===== src/rtl/systolic_pkg.sv =====
// Shared types for the output-stationary systolic multiplier: FSM states,
// the PE link (operand plus valid tag) and the accumulator width rule.
package systolic_pkg;

   typedef enum logic [1:0] {
      LOAD,
      DRAIN,
      OUTPUT
   } state_e;

   // Operands are sign-extended into the link, so width_p may not exceed this.
   localparam int link_data_w_lp = 16;

   typedef struct packed {
      logic                             vld;
      logic signed [link_data_w_lp-1:0] data;
   } pe_link_t;

   function automatic int acc_width(input int width);
      return 2 * width + 8;
   endfunction

endpackage


===== src/rtl/systolic_array_pe.sv =====
// One processing element: registers a (rightward) and b (downward) with
// their tags, and accumulates a*b whenever both incoming tags are set.
module systolic_pe
   import systolic_pkg::*;
#(
   parameter int acc_width_p = 24
)
(
   input  logic                          clk_i,
   input  logic                          reset_i,
   input  logic                          en_i,
   input  logic                          clear_i,
   input  pe_link_t                      a_i,
   input  pe_link_t                      b_i,
   output pe_link_t                      a_o,
   output pe_link_t                      b_o,
   output logic signed [acc_width_p-1:0] acc_o
);

   logic signed [2*link_data_w_lp-1:0] prod_p0;
   logic signed [acc_width_p-1:0]      prod_ext_p0;

   always_comb begin
      prod_p0     = $signed(a_i.data) * $signed(b_i.data);
      prod_ext_p0 = acc_width_p'(prod_p0);
   end

   // stage p0 -> p1: forward operands, accumulate modulo 2^acc_width_p
   always_ff @(posedge clk_i) begin
      if (reset_i) begin
         a_o   <= '0;
         b_o   <= '0;
         acc_o <= '0;
      end else if (en_i) begin
         a_o <= a_i;
         b_o <= b_i;
         if (clear_i)
            acc_o <= '0;
         else if (a_i.vld && b_i.vld)
            acc_o <= acc_o + prod_ext_p0;
      end
   end

endmodule


===== src/rtl/systolic_array_top.sv =====
// Output-stationary systolic C = A x B: skewed operand injection, PE grid,
// and a LOAD/DRAIN/OUTPUT controller streaming one C row per handshake.
module systolic_array_top
   import systolic_pkg::*;
#(
   parameter int width_p        = 8,
   parameter int array_width_p  = 2,
   parameter int array_height_p = 2
)
(
   input  logic                                            clk_i,
   input  logic                                            reset_i,
   input  logic                                            en_i,
   input  logic                                            flush_i,
   output logic                                            ready_o,
   input  logic                                            valid_i,
   input  logic [(array_height_p+array_width_p)*width_p-1:0] data_i,
   output logic                                            valid_o,
   input  logic                                            yumi_i,
   output logic [array_width_p*acc_width(width_p)-1:0]     data_o
);

   localparam int acc_width_lp    = acc_width(width_p);
   localparam int drain_cycles_lp = array_height_p + array_width_p;
   localparam int cnt_w_lp        = $clog2(drain_cycles_lp);
   localparam int row_w_lp        = (array_height_p > 1) ? $clog2(array_height_p) : 1;

   state_e                state_q, state_n;
   logic [cnt_w_lp-1:0]   cnt_q, cnt_n;
   logic [row_w_lp-1:0]   row_q, row_n;
   logic                  clear_acc;
   logic                  accept;

   pe_link_t a_link [array_height_p][array_width_p+1];
   pe_link_t b_link [array_height_p+1][array_width_p];
   pe_link_t a_edge_unused [array_height_p];
   pe_link_t b_edge_unused [array_width_p];
   logic signed [acc_width_lp-1:0] acc [array_height_p][array_width_p];

   assign ready_o = en_i & ~reset_i & (state_q == LOAD);
   assign valid_o = en_i & ~reset_i & (state_q == OUTPUT);
   assign accept  = valid_i & ready_o;

   always_comb begin
      state_n   = state_q;
      cnt_n     = cnt_q;
      row_n     = row_q;
      clear_acc = 1'b0;
      case (state_q)
         LOAD: begin
            if (flush_i) begin
               state_n = DRAIN;
               cnt_n   = '0;
            end
         end
         DRAIN: begin
            // Long enough for the last skewed beat to reach PE(h-1,w-1).
            if (cnt_q == cnt_w_lp'(drain_cycles_lp - 1)) begin
               state_n = OUTPUT;
               row_n   = '0;
            end else begin
               cnt_n = cnt_q + 1'b1;
            end
         end
         OUTPUT: begin
            if (yumi_i) begin
               if (row_q == row_w_lp'(array_height_p - 1)) begin
                  state_n   = LOAD;
                  row_n     = '0;
                  clear_acc = 1'b1;
               end else begin
                  row_n = row_q + 1'b1;
               end
            end
         end
         default: state_n = LOAD;
      endcase
   end

   always_ff @(posedge clk_i) begin
      if (reset_i) begin
         state_q <= LOAD;
         cnt_q   <= '0;
         row_q   <= '0;
      end else if (en_i) begin
         state_q <= state_n;
         cnt_q   <= cnt_n;
         row_q   <= row_n;
      end
   end

   // stage p0: A element i enters row i after i cycles of skew
   for (genvar i = 0; i < array_height_p; i++) begin : g_a_skew
      pe_link_t a_in_p0;
      assign a_in_p0 = '{vld: accept,
                         data: link_data_w_lp'($signed(data_i[i*width_p +: width_p]))};
      if (i == 0) begin : g_direct
         assign a_link[i][0] = a_in_p0;
      end else begin : g_delay
         pe_link_t skew_p1 [i];
         always_ff @(posedge clk_i) begin
            if (reset_i) begin
               for (int k = 0; k < i; k++) skew_p1[k] <= '0;
            end else if (en_i) begin
               skew_p1[0] <= a_in_p0;
               for (int k = 1; k < i; k++) skew_p1[k] <= skew_p1[k-1];
            end
         end
         assign a_link[i][0] = skew_p1[i-1];
      end
      assign a_edge_unused[i] = a_link[i][array_width_p];
   end

   // stage p0: B element j enters column j after j cycles of skew
   for (genvar j = 0; j < array_width_p; j++) begin : g_b_skew
      pe_link_t b_in_p0;
      assign b_in_p0 = '{vld: accept,
                         data: link_data_w_lp'($signed(data_i[(array_height_p+j)*width_p +: width_p]))};
      if (j == 0) begin : g_direct
         assign b_link[0][j] = b_in_p0;
      end else begin : g_delay
         pe_link_t skew_p1 [j];
         always_ff @(posedge clk_i) begin
            if (reset_i) begin
               for (int k = 0; k < j; k++) skew_p1[k] <= '0;
            end else if (en_i) begin
               skew_p1[0] <= b_in_p0;
               for (int k = 1; k < j; k++) skew_p1[k] <= skew_p1[k-1];
            end
         end
         assign b_link[0][j] = skew_p1[j-1];
      end
      assign b_edge_unused[j] = b_link[array_height_p][j];
   end

   for (genvar i = 0; i < array_height_p; i++) begin : g_row
      for (genvar j = 0; j < array_width_p; j++) begin : g_col
         systolic_pe #(
            .acc_width_p (acc_width_lp)
         ) u_pe (
            .clk_i   (clk_i),
            .reset_i (reset_i),
            .en_i    (en_i),
            .clear_i (clear_acc),
            .a_i     (a_link[i][j]),
            .b_i     (b_link[i][j]),
            .a_o     (a_link[i][j+1]),
            .b_o     (b_link[i+1][j]),
            .acc_o   (acc[i][j])
         );
      end
   end

   always_comb begin
      data_o = '0;
      for (int j = 0; j < array_width_p; j++)
         data_o[j*acc_width_lp +: acc_width_lp] = acc[row_q][j];
   end

endmodule


===== config.mk =====
export PLATFORM = sky130hd
export DESIGN_NAME = systolic_array_top
export DESIGN_NICKNAME = d
export VERILOG_FILES = /design/src/rtl/systolic_pkg.sv /design/src/rtl/systolic_array_pe.sv /design/src/rtl/systolic_array_top.sv
export SDC_FILE = /design/constraint.sdc
export NUM_CORES = 1
export LEC_CHECK = 0
export ABC_AREA = 1
export CAP_MARGIN = 20
export CORE_UTILIZATION = 40
export CTS_CLUSTER_DIAMETER = 100
export CTS_CLUSTER_SIZE = 24
export DETAILED_ROUTE_END_ITERATION = 10
export GPL_ROUTABILITY_DRIVEN = 0
export GPL_TIMING_DRIVEN = 0
export PLACE_DENSITY = 0.6
export REMOVE_ABC_BUFFERS = 1
export SYNTH_ARGS = -nofsm -noshare
export SYNTH_HDL_FRONTEND = slang
export SYNTH_SLANG_ARGS = --single-unit

===== constraint.sdc =====
create_clock -name clk_i -period 12.21 [get_ports clk_i]
set_input_delay 3.663 -clock clk_i [delete_from_list [all_inputs] [get_ports clk_i]]
set_output_delay 3.663 -clock clk_i [all_outputs]
set_load 0.01 [all_outputs]

==> results of run 1 <==
## worst max-delay path: cells and delay by family
family | cells | cell delay, ns
AND/OR/NAND/NOR | 2 | 0.91
buffers and inverters | 4 | 1.90
## power groups by stage
| stage | clock [W] | combinational (W) | sequential (W) |
|---|---|---|---|
| after floorplan | 0 | 0.00141 | 0.000582 |
| after global placement | 0 | 0.00188 | 0.000605 |
| after detailed placement | 0 | 0.00189 | 0.000601 |
| after CTS | 0.000576 | 0.00191 | 0.000589 |
| after global routing | 0.000592 | 0.00217 | 0.000595 |
| final | 0.000566 | 0.00191 | 0.000589 |
## routing by layer
layer | track usage | vias up
li1 | - | 9791
met1 | 0.284 | 9420
met2 | 0.350 | 354
met3 | 0.0227 | 65
met4 | 0.0587 | 0
met5 | 0 | -
## logic make-up after synthesis
group / synth area share
AND/OR/NAND/NOR: 0.168
buffers and inverters: 0.139
adder cells (fa/ha/maj): 0.451
AO/OA/AOI/OAI: 0.0982
flip-flops: 0.129
XOR/XNOR: 0.0134
## cell usage in the layout, fill, tap and decap left out, types with 3 or more instances in the layout
master / count
o21ai_1: 17
edfxtp_1: 17
o21bai_1: 9
xnor2_1: 23
xor2_1: 15
or2_2: 21
nor4_1: 10
a31oi_1: 7
clkbuf_16: 18
a21oi_1: 245
fa_1: 410
dfxtp_1: 134
nand3_1: 125
nor2_1: 116
inv_2: 10
ha_1: 240
o21ai_0: 144
inv_8: 4
clkinv_8: 3
nand3b_1: 9
o31ai_1: 4
a21o_1: 12
o22ai_1: 8
inv_1: 786
inv_6: 5
nor3_1: 10
buf_16: 4
clkdlybuf4s50_1: 86
o21a_1: 5
nand4_1: 12
nand2_1: 714
## worst paths after layout
check                                                     start                                       endpoint  slack, ns  cells after the start
hold reg to reg   g_row[0].g_col[1].u_pe.acc_o[14]$_SDFFE_PP0P_  g_row[0].g_col[1].u_pe.acc_o[14]$_SDFFE_PP0P_       0.47                      2
setup / recovery                                           en_i                                        ready_o       2.05                      6
hold / removal    g_row[0].g_col[1].u_pe.acc_o[14]$_SDFFE_PP0P_  g_row[0].g_col[1].u_pe.acc_o[14]$_SDFFE_PP0P_       0.47                      2
setup reg to reg    g_row[0].g_col[1].u_pe.b_o[14]$_SDFFE_PP0P_  g_row[1].g_col[1].u_pe.acc_o[23]$_SDFFE_PP0P_       6.08                     21
## area by class of cell
class                           count  area (sq um)
Fill cell                        6222         33800
Tap cell                          782           978
Multi-Input combinational cell   2172         18200
Inverter                          797          2990
Sequential cell                   152          3210
Timing Repair Buffer               93          1010
Clock buffer                       18           450
Clock inverter                     14           151
## state kept, by name (all words and copies together), names as in the netlist
| register | flops |
|---|---|
| g_row.g_col.u_pe.acc_o | 96 |
| g_row.g_col.u_pe.a_o | 18 |
| g_row.g_col.u_pe.b_o | 16 |
| g_b_skew.g_delay.skew_p1 | 9 |
| g_a_skew.g_delay.skew_p1 | 8 |
| cnt_q | 2 |
| state_q | 2 |
| row_q | 1 |
## cells in the mapped netlist (all sizes together)
cell type  number
clkinv          1
a221oi          1
o211ai          2
o21a            5
nand2         716
dfxtp         135
buf            12
a31oi           7
inv           796
o21ai         162
ha            240
nand3         125
nand3b          9
nor4           10
clkbuf        102
and2            1
xnor2          23
a21oi         247
a21o           12
xor2           15
nand4          12
a211oi          2
o21bai          9
edfxtp         17
nor3           11
o31ai           4
nor2          118
o22ai           8
a21boi          2
or2            21
fa            410
## stage by stage
stage,std cells,util,worst slack (ns)
final,4028,0.443,2.05
after detailed placement,3993,0.432,2.06
after CTS,4025,0.442,2.07
after global placement,3990,0.431,-0.971
after floorplan,3121,-,3.77
after global routing,4028,0.443,1.91
==> reports/metrics.cfg, run 1 <==
[hold_path]
min_path_type = reg2reg

[sta]
clock_skew_ns = 0.0116
finalMaxSlewViolations = 0
fin_setup_tns_ns = 0
worstMarginPinSlew_ns = 0.997
rsz0062_at_grt = no
final-hold-violation-count = 0
slew_headroom = 0.334
holdWs_ns = 0.467
finalCritPeriodShare = 0.832
setup_viol = 0
fin_crit_ns = 10.16
max_freq_ghz = 0.0984

[grt]
grtUsageTotal = 0.209
grt_overflow_total = 0
grt_pass1_vias = 20200
antenna_found_initial = 0
grt_max_degree = 52
grt_pass1_wl_microns = 104000

[cts]
htree_levels = 4
post_cts_resized = 0
clkLatencyLatePin_ns = 0.49
clk_pin_slew_ns = 0.07
clock-sinks = 152
numCtsBuffers = 17
postCtsSetupRepairBufs = 0
cts_root_buf = clkbuf_16
cts_hold_buf = 0
clockBufferDepth = 2
cts_tree = done

[pwr]
p_switching_w = 0.00154
ir_worst_vdd_v = 0.000195
clkPwrFrac = 0.185
internal_power_w = 0.00152
pwr-share-seq = 0.192
swShare = 0.504
finalPower_w = 0.00306
cellLeakagePower_nw = 14.3
pwr_density_cell_nw_per_um2 = 114
combPwrFrac = 0.623

[route]
antenna_left = 0
vias_per_cell = 4.87
wirelength_microns = 62700
dr.pass1.iters = 5
met1Wirelength_microns = 29900
vias = 19600
wl_met3_microns = 2110
wire_per_inst_microns = 15.6
routed.top_layer = met4
drt-initial-drc-count = 998
drc = 0
route.met2.wl_microns = 29400

[placement]
place_area_sq_um = 26300
dpl.hpwl_microns = 52300
portBuffers = 87

[run]
max-cap-violations = 0

[yosys]
syn_inst = 3235
yosys.area.top_type_share = 0.330
synth.cell_area_sq_um = 24800
synth-warning-count = 0
yosys-top-cells-area = fa_1, ha_1, inv_1
ys_ff_latch = 152
yosysSeqAreaShare = 0.129
synth_cell_types = 44
synth_top_area_cell = fa_1
avgSynthCellArea_sq_um = 7.68

[setup_path]
start_kind = primary input
path_class = in2out
cp_data_required_time_ns = 8.55
cp.arrival_ns = 6.49
critPathMaxStageDelay_ns = 0.61
path_cells = clkdlybuf4s50_1 -> inv_2 -> nor2_4 -> inv_2 -> nor2_1 -> clkdlybuf4s50_1
end_kind = output pin
crit_fanout = 34
worst_path_max_delay_cell = clkdlybuf4s50_1

[die]
rows = 90
die_x_microns = 251
die_area_sq_um = 63100
boundaryPins = 88
die_h_microns = 251
start_util = 0.408
core-area_sq_um = 60800

[finish]
final_area_sq_um = 27000
syn2layout_area_growth_pct = 8.57
diodes = 0
drive_gt1_frac = 0.0243
num-nets-final = 3921

[status]
status = completed

Power figures use the tool's default switching activity.
==> run 2: changes to the inputs <==
Settings changed: PLACE_DENSITY 0.6 to 0.62.
Clock period 12.21 ns to 8.62 ns, I/O delays scaled along.
==> run 2 against run 1 <==
Against the previous run:
- clock power up 39%
- first-iteration DRC count up 15%
- clock skew up 0.0051 ns
- combinational power up 41%
- sequential share of layout area about the same
- core utilization about the same
- final cell count about the same
- total power up 41%
- via count up 0.57%
- wire length up 0.93%
- register-to-register slack worse by 3.6 ns
- critical path depth up 23
- critical path type is now in2reg
- largest power group unchanged
==> reports/metrics.cfg, run 2 (synthesis results as in run 1) <==
[status]
status = completed

[grt]
grtUsageTotal = 0.210  ; +0.00171
grt_max_degree = 59  ; +13%
grt_overflow_total = 0  ; unchanged
antenna_found_initial = 1  ; +1
grt_pass1_wl_microns = 105000  ; +0.41%
grt_pass1_vias = 19900  ; -1.4%

[placement]
dpl.hpwl_microns = 52300  ; about the same
dp_slack_ns = -0.431  ; -2.49 ns
place_area_sq_um = 26300  ; unchanged
portBuffers = 87  ; unchanged

[finish]
final_common_cell = inv_1
regMostFlops = g_row.g_col.u_pe.acc_o
diodes = 0  ; unchanged
top_regs = g_row.g_col.u_pe.acc_o (96), g_row.g_col.u_pe.a_o (18), g_row.g_col.u_pe.b_o (16)
final_cell_mix = inv_1, nand2_1, fa_1
syn2layout_area_growth_pct = 8.66  ; about the same
final_util = 0.444  ; about the same
drive_gt1_frac = 0.0249  ; +0.000601
largest_reg_flops = 96  ; unchanged
num-nets-final = 3923  ; +0.051%
final_area_sq_um = 27000  ; about the same

[route]
drc = 0  ; unchanged
vias_per_cell = 4.90  ; +0.52%
drt-initial-drc-count = 1144  ; +15%
dr.pass1.iters = 6  ; +1
vias = 19700  ; +0.57%
wire_per_inst_microns = 15.7  ; +0.88%
antenna_left = 0  ; unchanged
wirelength_microns = 63300  ; +0.93%

[sta]
worstMarginPinSlew_ns = 1.02  ; +0.0271 ns
clock_skew_ns = 0.0167  ; +0.00512 ns
fin_crit_ns = 8.18
finalMaxSlewViolations = 0  ; unchanged
fin_ws_ns = 0.439  ; -1.61 ns
finalCritPeriodShare = 0.949
setup_viol = 0  ; unchanged
fin_setup_tns_ns = 0  ; unchanged
slew_headroom = 0.317  ; -0.0171
holdWs_ns = 0.464  ; -0.00206 ns
max_freq_ghz = 0.122
final-hold-violation-count = 0  ; unchanged
rsz0062_at_grt = no

[cts]
cts_tree = done
cts_hold_buf = 0  ; unchanged
cts_root_buf = clkbuf_16
clkLatencyLatePin_ns = 0.49  ; about the same
htree_levels = 4  ; unchanged
clk_pin_slew_ns = 0.07  ; about the same
numCtsBuffers = 17  ; unchanged
clockBufferDepth = 2  ; unchanged
clock-sinks = 152  ; unchanged

[pwr]
pwr_density_cell_nw_per_um2 = 160  ; +41%
cellLeakagePower_nw = 14.4  ; +0.59%
ir_worst_vdd_v = 0.000247  ; +27%

[setup_path]
cp_data_required_time_ns = 8.97  ; +0.42 ns
crit_fanout = 9  ; -74%
cp.arrival_ns = 8.53  ; +2.04 ns
end_kind = flop
critPathMaxStageDelay_ns = 0.63  ; +0.02 ns
start_kind = primary input
path_class = in2reg
rr_worst_depth = 21  ; unchanged
worst_path_max_delay_cell = clkdlybuf4s50_1

[die]
core-area_sq_um = 60800  ; unchanged
die_area_sq_um = 63100  ; unchanged
start_util = 0.408  ; unchanged
rows = 90  ; unchanged
boundaryPins = 88  ; unchanged
die_x_microns = 251  ; unchanged
die_h_microns = 251  ; unchanged

[run]
max-cap-violations = 0  ; unchanged

[hold_path]
min_path_type = reg2reg
holdPathStages = 2  ; unchanged

[run 2: cell types whose count changed in the layout (fill, tap and decap cells not counted), sizes merged]
cell           change
clkdlybuf4s50     -10
dlymetal6s2s      +10
inv                -7
buf                +2
clkbuf             +2
clkinv             +2
clkinvlp           +2
bufinv             +1
[run 2: where the power goes]
group,switching (W),internal [W]
logic,0.00171,0.000983
registers,0.0000727,0.000762
clock network,0.000361,0.000424
[run 2: worst paths after layout]
| path | start | endpoint | slack (ns) |
|---|---|---|---|
| worst max-delay path | data_i[16] | g_row[0].g_col[0].u_pe.acc_o[17]$_SDFFE_PP0P_ | 0.44 |
| worst min-delay path | g_row[1].g_col[0].u_pe.acc_o[11]$_SDFFE_PP0P_ | g_row[1].g_col[0].u_pe.acc_o[11]$_SDFFE_PP0P_ | 0.46 |
| worst max register to register | g_row[0].g_col[1].u_pe.b_o[14]$_SDFFE_PP0P_ | g_row[1].g_col[1].u_pe.acc_o[23]$_SDFFE_PP0P_ | 2.48 |
| worst min register to register | g_row[1].g_col[0].u_pe.acc_o[11]$_SDFFE_PP0P_ | g_row[1].g_col[0].u_pe.acc_o[11]$_SDFFE_PP0P_ | 0.46 |
[run 2: critical path: cells and delay by family]
kind | cells | cell delay, ns
adders and majority gates | 6 | 2.72
AOI/OAI and AO/OA | 8 | 1.24
buffers and inverters | 6 | 0.91
and+or+nand+nor | 8 | 0.85
xor gates and xnor gates | 1 | 0.23
[run 2: stage by stage]
step / std cells / total power (W)
final: 4030 / 0.00431
after global routing: 4030 / 0.00474
after CTS: 4025 / 0.00433
after detailed placement: 3993 / 0.00353
after global placement: 3990 / 0.00351
after floorplan: 3121 / 0.00282
[run 2: area by class of cell]
cell class / instances / area, sq um
inverter: 797 / 3000
multi-input combinational: 2172 / 18200
timing repair buffer: 95 / 1050
fill: 6191 / 33800
clock inverter: 12 / 114
clock buffer: 20 / 468
sequential: 152 / 3210
tap: 782 / 978
[run 2: timing repair]
action | CTS | global route
hold endpoints to repair | 0 | 0
endpoints found under the setup margin | 0 | 8
buffers inserted | 0 | 2
gates resized for setup | 0 | 12
[run 2: layer usage]
metal,routed length [microns],up-vias,track usage
met2,29200,438,0.340
met1,29700,9450,0.292
met5,13,-,0
met4,1510,2,0.0655
li1,-,9787,-
met3,2890,64,0.0289
==> run 3: changes to the inputs <==
Settings changed: SKIP_LAST_GASP from default to 1.
==> results of run 3 <==
The final DEF is identical to that of run 2; final timing and power are the same.
